[src/rtl/alu_control_seq_if.sv]
// Control-FSM <-> ALU control bundle: decode inputs, multiply/divide operands and results.
interface alu_control_seq_if #(
    parameter int unsigned WIDTH = 32,
    parameter int unsigned SEL_W = 3
);
    logic [2:0]       ALUOp;
    logic [5:0]       Funct;
    logic             Start;
    logic [WIDTH-1:0] A;
    logic [WIDTH-1:0] B;
    logic [SEL_W-1:0] Saida;
    logic             Break;
    logic             Busy;
    logic             Done;
    logic [WIDTH-1:0] Hi;
    logic [WIDTH-1:0] Lo;
    logic             DivZero;
    logic             Illegal;

    modport master (
        output ALUOp, Funct, Start, A, B,
        input  Saida, Break, Busy, Done, Hi, Lo, DivZero, Illegal
    );

    modport slave (
        input  ALUOp, Funct, Start, A, B,
        output Saida, Break, Busy, Done, Hi, Lo, DivZero, Illegal
    );
endinterface

[src/rtl/alu_control_seq.sv]
// ALU selector/BREAK decode plus a radix-2 sequenced MULT/MULTU/DIV/DIVU engine with HI/LO.
// Divider datapath is built only when ALUCTL_DIV_EN is defined; otherwise DIV/DIVU report Illegal.
module alu_control_seq #(
    parameter int unsigned WIDTH = 32,
    parameter int unsigned SEL_W = 3
) (
    input logic              Clk,
    input logic              Reset_n,
    alu_control_seq_if.slave bus
);
    localparam int unsigned     CNT_W = $clog2(WIDTH + 1);
    localparam logic [CNT_W-1:0] LAST = CNT_W'(WIDTH - 1);

    typedef enum logic [1:0] {StIdle, StRun, StDone} state_e;

    state_e           state_q;
    logic [CNT_W-1:0] cnt_q;
    logic [2*WIDTH:0] acc_q;
    logic [WIDTH-1:0] op_q, hi_q, lo_q;
    logic             sa_q, sb_q;
    logic             busy_q, done_q, div_zero_q, illegal_q;
    logic             pend_dz_q, pend_ill_q;
`ifdef ALUCTL_DIV_EN
    logic             is_div_q;
`endif

    // Combinational selector and BREAK decode
    logic [2:0] sel;
    always_comb begin
        sel = 3'b001;
        case (bus.ALUOp)
            3'b000: sel = 3'b001;
            3'b001: sel = 3'b010;
            3'b011: sel = 3'b011;
            3'b100: sel = 3'b111;
            3'b010: begin
                case (bus.Funct)
                    6'h20, 6'h21: sel = 3'b001;
                    6'h22, 6'h23: sel = 3'b010;
                    6'h24:        sel = 3'b011;
                    6'h26:        sel = 3'b110;
                    6'h2a:        sel = 3'b111;
                    default:      sel = 3'b000;
                endcase
            end
            default: sel = 3'b001;
        endcase
    end

    assign bus.Saida = SEL_W'(sel);
    assign bus.Break = (bus.ALUOp == 3'b010) && (bus.Funct == 6'h0d);

    // Funct 0x18..0x1b: bit1 selects divide, bit0 selects unsigned
    logic             is_md, f_div, f_signed, accept, a_neg, b_neg;
    logic [WIDTH-1:0] mag_a, mag_b, op_init, acc_lo_init;
    assign is_md    = (bus.ALUOp == 3'b010) && (bus.Funct[5:2] == 4'b0110);
    assign f_div    = bus.Funct[1];
    assign f_signed = ~bus.Funct[0];
    assign accept   = bus.Start && is_md && (state_q != StRun);
    assign a_neg    = f_signed & bus.A[WIDTH-1];
    assign b_neg    = f_signed & bus.B[WIDTH-1];
    assign mag_a    = a_neg ? -bus.A : bus.A;
    assign mag_b    = b_neg ? -bus.B : bus.B;
`ifdef ALUCTL_DIV_EN
    assign op_init     = f_div ? mag_b : mag_a;
    assign acc_lo_init = f_div ? mag_a : mag_b;
`else
    assign op_init     = mag_a;
    assign acc_lo_init = mag_b;
`endif

    // One iteration of the engine plus the sign-corrected result of that iteration
    logic [WIDTH:0]     mul_sum;
    logic [2*WIDTH:0]   mul_next, step;
    logic [2*WIDTH-1:0] prod;
    logic [WIDTH-1:0]   res_hi, res_lo;
`ifdef ALUCTL_DIV_EN
    logic [2*WIDTH:0]   shifted, div_next;
    logic [WIDTH:0]     trial;
`endif
    always_comb begin
        mul_sum  = acc_q[2*WIDTH:WIDTH] + (acc_q[0] ? {1'b0, op_q} : '0);
        mul_next = {1'b0, mul_sum, acc_q[WIDTH-1:1]};
        step     = mul_next;
        prod     = (sa_q ^ sb_q) ? -mul_next[2*WIDTH-1:0] : mul_next[2*WIDTH-1:0];
        res_hi   = prod[2*WIDTH-1:WIDTH];
        res_lo   = prod[WIDTH-1:0];
`ifdef ALUCTL_DIV_EN
        // Restoring division: remainder in the upper half, quotient shifts into the lower half
        shifted  = {acc_q[2*WIDTH-1:0], 1'b0};
        trial    = shifted[2*WIDTH:WIDTH] - {1'b0, op_q};
        div_next = trial[WIDTH] ? shifted : {trial, shifted[WIDTH-1:1], 1'b1};
        if (is_div_q) begin
            step   = div_next;
            res_lo = (sa_q ^ sb_q) ? -div_next[WIDTH-1:0] : div_next[WIDTH-1:0];
            res_hi = sa_q ? -div_next[2*WIDTH-1:WIDTH] : div_next[2*WIDTH-1:WIDTH];
        end
`endif
    end

    always_ff @(posedge Clk or negedge Reset_n) begin
        if (!Reset_n) begin
            state_q    <= StIdle;
            cnt_q      <= '0;
            acc_q      <= '0;
            op_q       <= '0;
            hi_q       <= '0;
            lo_q       <= '0;
            sa_q       <= 1'b0;
            sb_q       <= 1'b0;
            busy_q     <= 1'b0;
            done_q     <= 1'b0;
            div_zero_q <= 1'b0;
            illegal_q  <= 1'b0;
            pend_dz_q  <= 1'b0;
            pend_ill_q <= 1'b0;
`ifdef ALUCTL_DIV_EN
            is_div_q   <= 1'b0;
`endif
        end else begin
            done_q     <= 1'b0;
            div_zero_q <= 1'b0;
            illegal_q  <= 1'b0;
            case (state_q)
                StRun: begin
                    cnt_q <= cnt_q + 1'b1;
                    acc_q <= step;
                    if (cnt_q == LAST) begin
                        state_q    <= StDone;
                        busy_q     <= 1'b0;
                        done_q     <= 1'b1;
                        div_zero_q <= pend_dz_q;
                        illegal_q  <= pend_ill_q;
                        pend_dz_q  <= 1'b0;
                        pend_ill_q <= 1'b0;
                        if (!(pend_dz_q || pend_ill_q)) begin
                            hi_q <= res_hi;
                            lo_q <= res_lo;
                        end
                    end
                end
                default: begin
                    state_q <= StIdle;
                    if (accept) begin
                        state_q <= StRun;
`ifdef ALUCTL_DIV_EN
                        is_div_q <= f_div;
                        if (f_div && (bus.B == '0)) begin
`else
                        if (f_div) begin
`endif
                            // Result-less completion: one quiet RUN cycle, then Done
                            cnt_q <= LAST;
`ifdef ALUCTL_DIV_EN
                            pend_dz_q  <= 1'b1;
`else
                            pend_ill_q <= 1'b1;
`endif
                        end else begin
                            busy_q <= 1'b1;
                            cnt_q  <= '0;
                            acc_q  <= {{(WIDTH + 1){1'b0}}, acc_lo_init};
                            op_q   <= op_init;
                            sa_q   <= a_neg;
                            sb_q   <= b_neg;
                        end
                    end
                end
            endcase
        end
    end

    assign bus.Busy    = busy_q;
    assign bus.Done    = done_q;
    assign bus.Hi      = hi_q;
    assign bus.Lo      = lo_q;
    assign bus.DivZero = div_zero_q;
    assign bus.Illegal = illegal_q;
endmodule

[src/flat_wrapper.sv]
// flat-port wrapper written by rule: the top's interface ports become plain ports
module alu_control_seq_flat 
#(
    parameter int unsigned WIDTH = 32,
    parameter int unsigned SEL_W = 3
)
  (Clk, Reset_n, bus_ALUOp, bus_Funct, bus_Start, bus_A, bus_B, bus_Saida, bus_Break, bus_Busy, bus_Done, bus_Hi, bus_Lo, bus_DivZero, bus_Illegal);
  alu_control_seq_if #(.WIDTH(WIDTH), .SEL_W(SEL_W)) bus_i ();
  input logic Clk;
  input logic Reset_n;
  input wire logic [$bits(bus_i.ALUOp)-1:0] bus_ALUOp;
  input wire logic [$bits(bus_i.Funct)-1:0] bus_Funct;
  input wire logic [$bits(bus_i.Start)-1:0] bus_Start;
  input wire logic [$bits(bus_i.A)-1:0] bus_A;
  input wire logic [$bits(bus_i.B)-1:0] bus_B;
  output wire logic [$bits(bus_i.Saida)-1:0] bus_Saida;
  output wire logic [$bits(bus_i.Break)-1:0] bus_Break;
  output wire logic [$bits(bus_i.Busy)-1:0] bus_Busy;
  output wire logic [$bits(bus_i.Done)-1:0] bus_Done;
  output wire logic [$bits(bus_i.Hi)-1:0] bus_Hi;
  output wire logic [$bits(bus_i.Lo)-1:0] bus_Lo;
  output wire logic [$bits(bus_i.DivZero)-1:0] bus_DivZero;
  output wire logic [$bits(bus_i.Illegal)-1:0] bus_Illegal;
  assign bus_i.ALUOp = bus_ALUOp;
  assign bus_i.Funct = bus_Funct;
  assign bus_i.Start = bus_Start;
  assign bus_i.A = bus_A;
  assign bus_i.B = bus_B;
  assign bus_Saida = bus_i.Saida;
  assign bus_Break = bus_i.Break;
  assign bus_Busy = bus_i.Busy;
  assign bus_Done = bus_i.Done;
  assign bus_Hi = bus_i.Hi;
  assign bus_Lo = bus_i.Lo;
  assign bus_DivZero = bus_i.DivZero;
  assign bus_Illegal = bus_i.Illegal;
  alu_control_seq #(.WIDTH(WIDTH), .SEL_W(SEL_W)) u_core (.Clk(Clk), .Reset_n(Reset_n), .bus(bus_i));
endmodule
[config.mk]
export PLATFORM = sky130hd
export DESIGN_NAME = alu_control_seq_flat
export DESIGN_NICKNAME = d
export VERILOG_FILES = /design/src/rtl/alu_control_seq_if.sv /design/src/rtl/alu_control_seq.sv /design/src/flat_wrapper.sv
export SDC_FILE = /design/constraint.sdc
export NUM_CORES = 1
export LEC_CHECK = 0
export BUFFER_PORTS_ARGS = -buffer_cell sky130_fd_sc_hd__buf_2
export CORE_ASPECT_RATIO = 1.4
export CORE_MARGIN = 3
export CORE_UTILIZATION = 45
export CTS_CLUSTER_SIZE = 10
export DETAILED_ROUTE_END_ITERATION = 16
export GPL_ROUTABILITY_DRIVEN = 0
export GPL_TIMING_DRIVEN = 1
export PLACE_DENSITY = 0.67
export SLEW_MARGIN = 20
export SYNTH_ARGS = -nofsm -noshare
export SYNTH_HDL_FRONTEND = slang
export SYNTH_SLANG_ARGS = --single-unit
[constraint.sdc]
create_clock -name Clk -period 4.6 [get_ports Clk]
set_clock_uncertainty 0.05 [all_clocks]
set_input_delay 0.92 -clock Clk [delete_from_list [all_inputs] [get_ports Clk]]
set_output_delay 0.92 -clock Clk [all_outputs]
set_load 0.01 [all_outputs]
==> results.sh, run 1 <==
export IMPL_grt_pass1_wl_um=54000
export IMPL_finalCritPeriodShare_pct=94.8
export IMPL_cts_tree="yes"
export IMPL_tightest_slew_ps=987
export IMPL_p_comb_share_pct=41.0
export IMPL_routed_wl_um=33600
export IMPL_yosysUniqueCellTypes=76
export IMPL_synth_compound_area_share_pct=21.4
export IMPL_grt_setup_unrepaired="no"
export IMPL_worst_ep_required_time_ps=4880
export IMPL_hold_violations=0
export IMPL_netlist_area_mm2=0.0117
export IMPL_cp_arrival_ps=4640
export IMPL_avgSynthCellArea_um2=8.00
export IMPL_use_met2_pct=43.2
export IMPL_detail_route_antenna_nets=0
export IMPL_clk_insertion_delay_late_ps=440
export IMPL_first_iter_violations=697
export IMPL_grt_ovfl_total=0
export IMPL_synth_xor_area_share_pct=10.4
export IMPL_finalSetupTns_ps=0
export IMPL_synth_fa_ha_area_share_pct=4.01
export IMPL_setup_viol_count_final=0
export IMPL_h_tree_depth=4
export IMPL_outcome="finished, final reports clean"
export IMPL_p_switching_uw=2760
export IMPL_insertedDiodeCount=0
export IMPL_synth_top_area_share_pct=37.1
export IMPL_p_leak_uw=0.00595
export IMPL_die_w_um=143
export IMPL_syn_nets=1580
export IMPL_dp_hpwl_um=25900
export IMPL_core_mm2=0.0256
export IMPL_busiest_layer="met2"
export IMPL_yosys_top_cells_area="dfrtp_1, o21ai_0, nand2_1"
export IMPL_cts_setup_buffers=0
export IMPL_first_pass_iters=5
export IMPL_max_clock_freq_ghz=0.229
export IMPL_cts_root_buf="clkbuf_16"
export IMPL_first_global_vias=10500
export IMPL_final_nets=1682
export IMPL_postCtsResizedCells=0
export IMPL_pwr_share_clk_pct=21.9
export IMPL_critPathMaxFanout=14
export IMPL_drv_cap=0
export IMPL_wl_per_cell_um=17.7
export IMPL_die_area_mm2=0.0281
export IMPL_rows=69
export IMPL_drv_slew=0
export IMPL_ctsHoldBuffers=0
export IMPL_numCtsBuffers=17
export IMPL_vias_per_cell=5.68
export IMPL_crit_type="flip-flop to flip-flop"
export IMPL_hp_class="input pin to async pin"
export IMPL_die_y_um=197
export IMPL_period_needed_ps=4360
export IMPL_pre_cts_ws_ps=276
export IMPL_synthTopCellsByCount="nand2_1, o21ai_0, dfrtp_1, nor2_1, a21oi_1"
export IMPL_seqPwrFrac_pct=37.0
export IMPL_final_layout_size_suffix_gt1_share_pct=13.9
export IMPL_grt_max_degree=85
export IMPL_grtUsageMet3_pct=3.44
export IMPL_drcViolationCount=0
export IMPL_synth_simple_area_share_pct=23.6
export IMPL_p_sw_share_pct=41.9
export IMPL_synth_top_family_by_area="simple AND/OR/NAND/NOR gates"
export IMPL_synth_ff_type="dfrtp_1"
export IMPL_peakVddDrop_mv=0.309
export IMPL_boundaryPins=148
export IMPL_area_growth_pct=13.4
export IMPL_start_kind="flip-flop"
export IMPL_synth_edf_count=0
export IMPL_synth_top_cell_by_area="dfrtp_1"
export IMPL_finalWorstSetupSlack_ps=239
export IMPL_p_per_area_mw_per_mm2=495
export IMPL_start_util_pct=46.0
export IMPL_ys_ff_latch=174
export IMPL_async_flop_share_pct=100
export IMPL_use_met1_pct=26.8
export IMPL_port_buffers=146
export IMPL_synthMuxAreaShare_pct=0.266
export IMPL_antenna_found_initial=0
export IMPL_grtUsageTotal_pct=24.2
export IMPL_ys_seq_area_share_pct=37.1
export IMPL_dr_total_vias=10800
export IMPL_p_int_uw=3830
export IMPL_slew_headroom_pct=34.0
export IMPL_yosys_warnings=0
export IMPL_cp_end_kind="flip-flop"
export IMPL_synthCells=1467
export IMPL_path_clk_slew_ps=70
export IMPL_clockBufferDepth=2
export IMPL_cts_sinks=174
export IMPL_synth_most_common_cell="nand2_1"
per-stage QoR:
step | instances | hold WS [ps] | util, % | instance area (um2) | total power [uW]
floorplan | 1467 | 390 | - | 11700 | 4220
global placement | 1869 | 409 | 49.9 | 12700 | 5110
detailed placement | 1869 | 416 | 49.9 | 12700 | 5180
CTS | 1901 | 392 | 52.1 | 13300 | 6640
global route | 1901 | 407 | 52.1 | 13300 | 7090
finish | 1901 | 383 | 52.1 | 13300 | 6590
metal layers:
layer	share of wire, %	up-vias	wire (um)
li1	-	5333	-
met1	37	5101	12500
met2	53	273	17800
met3	3.3	94	1120
met4	6.6	0	2210
met5	0	-	0
cell usage in the layout (no fill, tap or decap), types with 34 or more instances in the layout:
master / netlist / routed
nor3_1: 34 / 34
o21ai_0: 193 / 193
xor2_1: 57 / 56
a21oi_1: 111 / 111
dfrtp_1: 174 / 174
xnor2_1: 82 / 81
ha_1: 36 / 36
nand3_1: 44 / 44
buf_2: 3 / 145
nor2_1: 127 / 127
nand2_1: 236 / 236
and2_1: 42 / 42
state kept, by name, indices dropped and copies added, names as in the netlist:
name and flops:
u_core.bus.Done 1, u_core.bus.Busy 1, u_core.state_q 2, u_core.bus.Hi 32
u_core.bus.Illegal 1, u_core.bus.Lo 32, u_core.cnt_q 6, u_core.sb_q 1
u_core.sa_q 1, u_core.acc_q 64, u_core.pend_ill_q 1, u_core.op_q 32
cell families after synthesis:
logic type	Yosys count
and+or+nand+nor	584
AOI/OAI and AO/OA	428
DFF	174
xor gates and xnor gates	139
buffers and inverters	101
adders and majority gates	37
muxes	3
other	1
power groups by stage:
stage	clock network (uW)	registers, uW	logic, uW
floorplan	0	2390	1830
global placement	0	2450	2660
detailed placement	0	2460	2720
CTS	1470	2440	2720
global route	1550	2510	3040
finish	1450	2440	2710
critical path: stages, from the launching register on:
cell       delay, ps
dfrtp_1          480
and2_1           190
ha_1             210
fa_1             430
a211oi_1         340
o211a_1          300
nor3_1           100
a2111o_1         450
a21o_1           230
a2111oi_4        420
nand3_1          250
o21a_1           280
or3_1            320
a31o_1           220
final timing paths:
check | start | to | slack (ps) | cells after the start
worst max register to register | u_core.acc_q[0] | u_core.bus.Hi[30] | 240 | 13
worst max-delay path | u_core.acc_q[0] | u_core.bus.Hi[30] | 240 | 13
max in group asynchronous | Reset_n | u_core.acc_q[15] | 3230 | 2
worst min register to register | u_core.bus.Hi[14] | u_core.bus.Hi[14] | 430 | 2
min in group Clk | u_core.bus.Hi[14] | u_core.bus.Hi[14] | 430 | 2
worst min-delay path | Reset_n | u_core.op_q[19] | 380 | 1
area by class of cell:
class,instances,area [um2]
Clock buffer,21,440
Clock inverter,11,134
Fill cell,2474,12200
Inverter,23,86.3
Multi-Input combinational cell,1192,7040
Sequential cell,174,4350
Tap cell,319,399
Timing Repair Buffer,161,862
(Power assumes the default switching activity.)
==> run 2, diff against run 1 <==
--- a/config.mk
+++ b/config.mk
@@ -14,6 +14,7 @@
 export GPL_ROUTABILITY_DRIVEN = 0
 export GPL_TIMING_DRIVEN = 1
 export PLACE_DENSITY = 0.67
+export RECOVER_POWER = 100
 export SLEW_MARGIN = 20
 export SYNTH_ARGS = -nofsm -noshare
 export SYNTH_HDL_FRONTEND = slang
==> run 2 against run 1 <==
Against the previous run:
- the flow now finishes with violations (max-capacitance violations, max-slew violations)
- global-route usage unchanged
- first-iteration DRC count rose by 11%
- register-to-register slack barely moved
- final area down 1.0%
- clock power about the same
- combinational power shrank 3%
- non-clock buffer count unchanged
- worst hold slack better by 44 ps
- sequential share of layout area grew 0.34 points
- wire length increased by 0.11%
- critical path type unchanged
- critical endpoint unchanged
- largest cell class unchanged
- largest power group unchanged
==> results.sh, run 2 (synthesis results as in run 1) <==
export IMPL_p_leak_uw=0.00562
export IMPL_grt_max_degree=85
export IMPL_drv_slew=287
export IMPL_cp_arrival_ps=4630
export IMPL_start_kind="flip-flop"
export IMPL_vias_per_cell=5.72
export IMPL_die_w_um=143
export IMPL_largest_register="u_core.acc_q"
export IMPL_first_iter_violations=776
export IMPL_core_mm2=0.0256
export IMPL_antenna_found_initial=0
export IMPL_drcViolationCount=0
export IMPL_wl_per_cell_um=17.7
export IMPL_path_clk_slew_ps=70
export IMPL_first_pass_iters=5
export IMPL_ctsHoldBuffers=0
export IMPL_grt_ovfl_total=0
export IMPL_hp_class="flip-flop to flip-flop"
export IMPL_tightest_slew_ps=3030
export IMPL_routed_wl_um=33600
export IMPL_cts_tree="yes"
export IMPL_violations="max-capacitance violations, max-slew violations"
export IMPL_period_needed_ps=4350
export IMPL_grt_setup_unrepaired="no"
export IMPL_outcome="complete, but fails checks"
export IMPL_dr_wl_met3_um=1110
export IMPL_die_y_um=197
export IMPL_met2_length_um=17800
export IMPL_h_tree_depth=4
export IMPL_grt_pass1_wl_um=54000
export IMPL_boundaryPins=148
export IMPL_setup_viol_count_final=0
export IMPL_cts_root_buf="clkbuf_16"
export IMPL_drv_cap=4
export IMPL_area_growth_pct=12.3
export IMPL_finalSetupTns_ps=0
export IMPL_finalCritPeriodShare_pct=94.5
export IMPL_rows=69
export IMPL_utilization_pct=51.6
export IMPL_grtUsageTotal_pct=24.2
export IMPL_cts_sinks=174
export IMPL_largest_reg_flops=64
export IMPL_topRoutingLayerUsed="met4"
export IMPL_crit_type="flip-flop to flip-flop"
export IMPL_hold_violations=0
export IMPL_cts_setup_buffers=0
export IMPL_worst_ep_required_time_ps=4880
export IMPL_final_nets=1682
export IMPL_die_area_mm2=0.0281
export IMPL_max_clock_freq_ghz=0.230
export IMPL_insertedDiodeCount=0
export IMPL_dp_hpwl_um=25900
export IMPL_peakVddDrop_mv=0.310
export IMPL_numCtsBuffers=17
export IMPL_slew_headroom_pct=-102
export IMPL_cp_end_kind="flip-flop"
export IMPL_critPathMaxFanout=14
export IMPL_start_util_pct=46.0
export IMPL_final_common_cell="nand2_1"
export IMPL_final_layout_size_suffix_gt1_share_pct=8.85
export IMPL_dr_total_vias=10900
export IMPL_mostFrequentLayoutCells="nand2_1, o21ai_0, dfrtp_1"
export IMPL_p_per_area_mw_per_mm2=496
export IMPL_wl_met1_um=12600
export IMPL_detail_route_antenna_nets=0
export IMPL_port_buffers=146
export IMPL_postCtsResizedCells=0
export IMPL_clockBufferDepth=2
export IMPL_clk_insertion_delay_late_ps=440
export IMPL_first_global_vias=10500
run 2: routing by layer:
layer	vias up	track usage, %
li1	5337	-
met1	5170	26.8
met2	286	43.2
met3	89	3.44
met4	0	14.8
met5	-	0
run 2: final cells by class:
type,instances,area (um2)
Fill cell,2509,12400
Multi-Input combinational cell,1192,7010
Sequential cell,174,4350
Timing Repair Buffer,161,753
Clock buffer,21,440
Tap cell,319,399
Clock inverter,11,134
Inverter,23,86.3
run 2: path summary, 6_finish.rpt:
path,start,endpoint,slack (ps),cells past startpoint
worst max-delay path,u_core.acc_q[0],u_core.bus.Hi[30],250,13
max in group asynchronous,Reset_n,u_core.acc_q[21],920,2
worst max register to register,u_core.acc_q[0],u_core.bus.Hi[30],250,13
min in group asynchronous,Reset_n,u_core.op_q[19],1410,1
worst min-delay path,u_core.op_q[31],u_core.op_q[31],430,2
worst min register to register,u_core.op_q[31],u_core.op_q[31],430,2
run 2: critical path, stage by stage, from the launching register on:
cell and delay, ps:
dfrtp_1 480, and2_1 190, ha_1 210, fa_1 430, a211oi_1 360, o21ai_1 180
nand3_1 230, a21boi_0 190, or3_1 400, a2111oi_4 490, nand3_1 230, o21a_1 270
or3_1 320, a31o_1 220
run 2: metrics by stage:
stage	setup slack (ps)	area (um2)	cells	hold slack (ps)	total power, uW
detailed placement	276	12700	1869	416	5180
global route	45.4	13200	1901	454	7030
global placement	322	12700	1869	409	5110
finish	254	13200	1901	427	6540
floorplan	646	11700	1467	390	4220
CTS	283	13300	1901	392	6640
run 2: power breakdown:
group	switching, uW	internal, uW
combinational	1670	974
clock	641	809
sequential	455	1990
total	2760	3780
